File: src/rtl/mem8x8_read_mux_pkg.sv
// Shared sizing and state encodings for the mem8x8 read path.
package mem8x8_read_mux_pkg;

  localparam int MEM_WIDTH  = 8;
  localparam int MEM_DEPTH  = 8;
  localparam int MEM_ADDR_W = 3;

  // Kept as plain constants so legacy code can share the same encodings.
  localparam logic [0:0] ST_IDLE = 1'b0;
  localparam logic [0:0] ST_OUT  = 1'b1;

endpackage

File: src/rtl/mem8x8_read_mux_mux8to1word.sv
// Combinational word selector over a flattened memory image.
// Other read paths reuse this block.
module mux8to1word #(
  parameter int WIDTH  = 8,
  parameter int DEPTH  = 8,
  parameter int ADDR_W = 3
) (
  input  logic [DEPTH*WIDTH-1:0] i_mem_words,
  input  logic [ADDR_W-1:0]      i_sel,
  output logic [WIDTH-1:0]       o_word
);

  // Pick word i_sel out of the flattened array.
  always_comb begin
    o_word = '0;
    for (int i = 0; i < DEPTH; i++) begin
      if (i_sel == ADDR_W'(i)) o_word = i_mem_words[i*WIDTH +: WIDTH];
    end
  end

endmodule

File: src/rtl/mem8x8_read_mux.sv
// Read side of the 8x8 memory: single or wrapping-burst reads with a
// valid/ready output handshake and a registered data bus.
module mem8x8_read_mux
  import mem8x8_read_mux_pkg::*;
#(
  parameter int WIDTH  = MEM_WIDTH,
  parameter int DEPTH  = MEM_DEPTH,
  parameter int ADDR_W = MEM_ADDR_W
) (
  input  logic                   i_clk,
  input  logic                   i_rst_n,
  input  logic [DEPTH*WIDTH-1:0] i_mem_words,
  input  logic                   i_rd_req,
  input  logic [ADDR_W-1:0]      i_rd_addr,
  input  logic                   i_rd_burst,
  output logic                   o_rd_ready,
  output logic [WIDTH-1:0]       o_dout,
  output logic                   o_dout_valid,
  input  logic                   i_dout_ready,
  output logic                   o_dout_last,
  output logic                   o_busy
);

  logic [0:0]        r_state;
  logic [ADDR_W-1:0] r_addr;
  logic [ADDR_W-1:0] r_cnt;
  logic [WIDTH-1:0]  r_dout;
  logic              r_valid;
  logic              r_last;

  logic [ADDR_W-1:0] w_sel;
  logic [WIDTH-1:0]  w_word;

  // One mux serves both the first beat (request address) and later beats.
  assign w_sel = (r_state == ST_IDLE) ? i_rd_addr : r_addr;

  mux8to1word #(
    .WIDTH  (WIDTH),
    .DEPTH  (DEPTH),
    .ADDR_W (ADDR_W)
  ) u_mux (
    .i_mem_words (i_mem_words),
    .i_sel       (w_sel),
    .o_word      (w_word)
  );

  // FSM, burst address/count and output registers.
  always_ff @(posedge i_clk or negedge i_rst_n) begin
    if (!i_rst_n) begin
      r_state <= ST_IDLE;
      r_addr  <= '0;
      r_cnt   <= '0;
      r_dout  <= '0;
      r_valid <= 1'b0;
      r_last  <= 1'b0;
    end else begin
      case (r_state)
        ST_IDLE: begin
          if (i_rd_req) begin
            r_addr  <= i_rd_addr + ADDR_W'(1);
            r_cnt   <= i_rd_burst ? ADDR_W'(DEPTH - 1) : '0;
            r_dout  <= w_word;
            r_valid <= 1'b1;
            r_last  <= ~i_rd_burst;
            r_state <= ST_OUT;
          end
        end
        default: begin
          // Without dout_ready everything holds, so the stalled word is a
          // snapshot even if the memory changes underneath.
          if (i_dout_ready) begin
            if (r_last) begin
              r_valid <= 1'b0;
              r_last  <= 1'b0;
              r_state <= ST_IDLE;
            end else begin
              r_dout <= w_word;
              r_addr <= r_addr + ADDR_W'(1);
              r_cnt  <= r_cnt - ADDR_W'(1);
              r_last <= (r_cnt == ADDR_W'(1));
            end
          end
        end
      endcase
    end
  end

  assign o_rd_ready   = (r_state == ST_IDLE);
  assign o_busy       = ~o_rd_ready;
  assign o_dout       = r_dout;
  assign o_dout_valid = r_valid;
  assign o_dout_last  = r_last;

endmodule

File: config.mk
export PLATFORM = sky130hd
export DESIGN_NAME = mem8x8_read_mux
export DESIGN_NICKNAME = d
export VERILOG_FILES = /design/src/rtl/mem8x8_read_mux_pkg.sv /design/src/rtl/mem8x8_read_mux_mux8to1word.sv /design/src/rtl/mem8x8_read_mux.sv
export SDC_FILE = /design/constraint.sdc
export NUM_CORES = 1
export LEC_CHECK = 0
export BUFFER_PORTS_ARGS = -buffer_cell sky130_fd_sc_hd__buf_2
export CAP_MARGIN = 20
export CELL_PAD_IN_SITES_DETAIL_PLACEMENT = 0
export CELL_PAD_IN_SITES_GLOBAL_PLACEMENT = 1
export CORE_UTILIZATION = 32
export CTS_BUF_LIST = sky130_fd_sc_hd__clkbuf_8
export DETAILED_ROUTE_END_ITERATION = 12
export GPL_ROUTABILITY_DRIVEN = 0
export PLACE_DENSITY_LB_ADDON = 0.3
export SETUP_SLACK_MARGIN = 0.3
export SYNTH_ARGS = -nofsm -noshare
export SYNTH_HDL_FRONTEND = slang
export SYNTH_SLANG_ARGS = --single-unit
File: constraint.sdc
create_clock -name i_clk -period 3.02 [get_ports i_clk]
set_input_delay 0.604 -clock i_clk [delete_from_list [all_inputs] [get_ports i_clk]]
set_output_delay 0.604 -clock i_clk [all_outputs]
set_load 0.01 [all_outputs]
== After elaboration in Yosys (flattened, before gate mapping) ==
Index checks and enable logic that the tools add are counted.
Cells by class
  add/subtract/negate cells: 3
  eq/ne operators: 11
  mux-type cells: 34
  bitwise logic cells: 2
  reductions and logical operators: 5
Operator list (number)
  $mux W8: 12
  $mux W3: 10
  $eq A3 B3 Y1 const B: 4
  $mux W1: 12
  $add A3 B1 Y3 const B: 2
  $eq A3 B1 Y1 const B: 2
  $eq A3 B2 Y1 const B: 2
  $reduce_and A3 Y1: 2
  $ne A2 B2 Y1 const B: 2
  $logic_not A3 Y1: 1
  $sub A3 B1 Y3 const B: 1
  $ne A2 B1 Y1 const B: 1
  $not A1 Y1: 2
  $reduce_and A2 Y1: 1
  $reduce_bool A2 Y1: 1
Storage, ports and cells
  bits in registers: 17
  input bits: 72
  word-level logic and storage cells: 61

== Logic depth before layout (Yosys ltp) ==
  depth after elaboration: 13
  mapped depth: 10
  depth with buffers taken out: 8

== Hierarchy ==
Synthesis repeated with hierarchy kept, for this count alone.
Unflattened totals
  cell total of the unflattened synthesis: 93
  area total of the unflattened synthesis: 1382.6 um^2
By module, submodules not included
  mem8x8_read_mux: times used 1, cells each 64, area an instance 832.0 um^2, seq. area each 425.4 um^2
  mux8to1word: times used 1, cells each 29, area an instance 550.5 um^2, seq. area each 0.0 um^2

== Worst setup path before layout ==
OpenSTA, ideal clock, no wires.
  path type: register -> register
  from: register r_state (netlist: o_busy)
  to: register r_dout[2] (netlist: o_dout[2])
  arrival time: 2244 ps
  required time: 2889 ps
  path slack: 644 ps
  stages on the path, launching flop included: 10
  period minus slack after synthesis: 2376 ps
  path through: dfrtp_1 clkbuf_1 mux2_2 ha_1 ha_1 clkbuf_1 nand2_1 mux2i_1 a311oi_1 o211ai_1
On the way
  longest elaborated chain between the ends: 13
Ends and longest elaborated chain
  start, declared: RTL line mem8x8_read_mux.sv:24  | logic [0:0] r_state;
  start signal, assigned: RTL line mem8x8_read_mux.sv:50  | r_state <= ST_IDLE;
  start signal, assigned: RTL line mem8x8_read_mux.sv:65  | r_state <= ST_OUT;
  start signal, assigned: RTL line mem8x8_read_mux.sv:75  | r_state <= ST_IDLE;
  $mux W3: RTL line mem8x8_read_mux.sv:35  | assign w_sel = (r_state == ST_IDLE) ? i_rd_addr : r_addr;
  $logic_not A3 Y1: RTL line mem8x8_read_mux_mux8to1word.sv:17  | if (i_sel == ADDR_W'(i)) o_word = i_mem_words[i*WIDTH +: WIDTH];
  $mux W8 (8 in a row): RTL line mem8x8_read_mux_mux8to1word.sv:17
  $mux W8: RTL line mem8x8_read_mux.sv:72  | if (r_last) begin
  $mux W8: RTL line mem8x8_read_mux.sv:71  | if (i_dout_ready) begin
  $mux W8: RTL line mem8x8_read_mux.sv:57  | case (r_state)
  end signal, assigned: RTL line mem8x8_read_mux.sv:62  | r_dout <= w_word;
  end signal, assigned: RTL line mem8x8_read_mux.sv:77  | r_dout <= w_word;
  end, declared: RTL line mem8x8_read_mux.sv:27  | logic [WIDTH-1:0] r_dout;
Several ways; a longest one is shown, not always the timed one. The select of a mux whose other input is x is not followed.
A chain may end at the register's enable or synchronous reset.

== Worst setup path in the final report ==
  from: register r_state (netlist: o_busy)
  to: register r_dout[6] (netlist: o_dout[6])
The elaborated chain is that of the path after synthesis.

==> results.md <==
* RSZ-0062 raised after global routing: no
* Post-CTS setup buffers at 0
* Endpoints failing setup at 0
* Clock Tree Buf Depth at 2
* Syn Area/Cell at 7.64 sq um
* Hold Buf Count CTS at 0
* Initial antenna violation count at 0
* Data required time of the critical path at 3.20 ns
* Synth top area share at 0.273
* FILL cells at 501
* Total Routing Usage GR at 0.184
* Std cell rows at 25
* Routed wire length per instance at 14.1 um
* Busiest grt layer: met2
* Clock skew at 0.00253 ns
* Syn_nets at 284
* Peak VDD IR at 0.595 mV
* Slowest CP cell: ha_1
* Post-Synthesis Cells at 204
* H-Tree Depth at 1
* Die Y at 71.8 um
* Antenna diode count at 0
* Area growth, synth to finish at 31.7%
* Critical Path End Type: register
* CTS tree: built
* GRT met2 Usage at 0.306
* Yosys top cell by area: dfrtp_1
* Post-synth ARST share at 1.00
* Final core utilization at 0.437
* Core region area at 0.00469 sq mm
* Crit path buffers/inverters at 1
* Cell chain of the critical path: mux2_2 -> inv_1 -> ha_1 -> a21oi_1 -> a2111oi_1 -> o311ai_1 -> a21oi_1
* Routing usage on met1 at 0.255
* Worst Path Max Fanout at 19
* Vias after detailed routing at 1752
* Seq/Total Area, Yosys at 0.273
* Post-synth EDFFs at 0
* Largest net degree at the start of global routing at 20
* Leakage Power at 0.975 nW
* Ranking of synthesized cells by area: dfrtp_1, a21oi_1, ha_1
* Pins Over Slew Limit at 0
* First-pass GRT wire length at 7.52 mm
* Commonest cells post-synth: a21oi_1, nand2_1, dfrtp_1, o21ai_0, nor2b_1
* F_max at 0.398 GHz
* Synth cell types at 38
* Setup crit start kind: register
* Worst R2R Path Depth at 7
* CP peak stage delay at 0.55 ns
* Final hold viol count at 0
* Remaining antenna violation count at 0
* DRC violations left at 1
* Power per cell area at 1000 mW/mm^2
* Initial Utilization at 0.332
* Clock slew at reported path FFs at 0.07 ns
* Max-Cap Viols at 0
* Met3 Resource Use GR at 0.0309
* Ys flop type: dfrtp_1
* Clock latency on the worst-skew pair at 0.25 ns
* CP delay by family, top: compound AO/OA/AOI/OAI gates
* Yosys reg bits at 17
* Ports at 84
* GRT Residual Overflow at 0
* Post-Route WL at 4.73 mm
* Tcrit/Tclk final at 0.833
* Total design power at 2.06 mW
* DRT iter0 DRCs at 65
* Die footprint at 0.00515 sq mm
* Most frequent CP cell: a21oi_1
* Worst Hold Class: input pin to asynchronous set/reset pin
* Post-DP HPWL at 3.72 mm
* Final nets at 362
* Layout cell share with drive strength beyond 1 at 0.342
* Arrival time at the worst endpoint at 2.69 ns
* Drt first pass iters at 8
* Number of synthesis warnings at 0
* CTS root buf: clkbuf_8
* Die width at 71.8 um
* Multi-input gate area at 0.00101 sq mm
* Worst setup path class: register to register
* Slew margin rel. at 0.588
* Status: finished with violations
* Failing checks: DRC
* Final min period at 2.52 ns
* Cell area after synthesis at 0.00156 sq mm
* Reg area at 425 sq um
* Critical path depth at 7
* Worst Tran Pin Value at 0.618 ns
* Setup TNS at 0 ns
* Dominant cell by count in the synthesized netlist: a21oi_1
* Vias in the first global route at 1639
* Clk sinks at 17
* Post_cts resized at 0
* Via/cell ratio at 5.23
* PortBufs at 83
* Inserted Clock Buffers at 3
cell type report:
type | count | share of cell area
well taps | 54 | 0.0329
multi-input cells | 160 | 0.495
clock inverters | 1 | 0.00244
inverters | 12 | 0.0220
flip-flops and latches | 17 | 0.207
repair buffers | 88 | 0.221
clock buffers | 3 | 0.0201
layer usage:
layer	vias up	part of all wire
met1	796	0.45
li1	893	-
met5	-	0
met2	61	0.49
met4	0	0.0034
met3	2	0.058
power breakdown:
part | switching (mW) | internal [mW]
sequential | 0.0762 | 0.348
clock | 0.0795 | 0.0915
combinational | 0.843 | 0.622
path summary, 6_finish.rpt:
path                           start            to  slack, ns
min                          i_rst_n  o_dout_valid       0.27
max in group asynchronous    i_rst_n     o_dout[0]       2.47
min in group i_clk         r_addr[1]     r_addr[1]       0.48
max reg2reg                   o_busy     o_dout[6]       0.50
max                           o_busy     o_dout[6]       0.50
min reg2reg                r_addr[1]     r_addr[1]       0.48
state kept, by name, indices dropped and copies added (netlist names):
register,cells
o_busy,1
r_cnt,3
o_dout_valid,1
r_addr,3
o_dout_last,1
o_dout,8
per-stage QoR:
step                cell area (sq um)  setup WS, ns  std cells  hold slack, ns
floorplan                        1560         0.644        204           0.308
global placement                 2000         0.364        331           0.465
detailed placement               2000         0.328        331           0.463
CTS                              2050         0.492        335           0.280
global route                     2050         0.314        335           0.296
finish                           2050         0.505        335           0.267
placed cells by master (no fill, tap or decap), types with 3 or more instances in the layout:
cell type / netlist / routed
buf_2: 9 / 83
nand3b_1: 7 / 7
nor2_1: 10 / 10
dfrtp_1: 17 / 17
buf_4: 0 / 5
nor3b_1: 5 / 5
nor2b_1: 12 / 12
inv_1: 11 / 11
mux2i_1: 5 / 5
nand3_1: 4 / 4
ha_1: 8 / 7
o21ai_0: 13 / 13
a311oi_1: 3 / 3
clkbuf_8: 0 / 3
and2_1: 5 / 5
nand2_1: 26 / 26
o211ai_1: 3 / 3
o311ai_1: 5 / 5
a21oi_1: 29 / 29
a2111oi_1: 4 / 4
o311ai_0: 4 / 4
kinds of logic after synthesis:
group	synth area share
simple gates	0.251
mux	0.0394
fa+ha+maj	0.0643
compound gates	0.295
buf+inv	0.0771
flops	0.273
(Power assumes the default switching activity.)
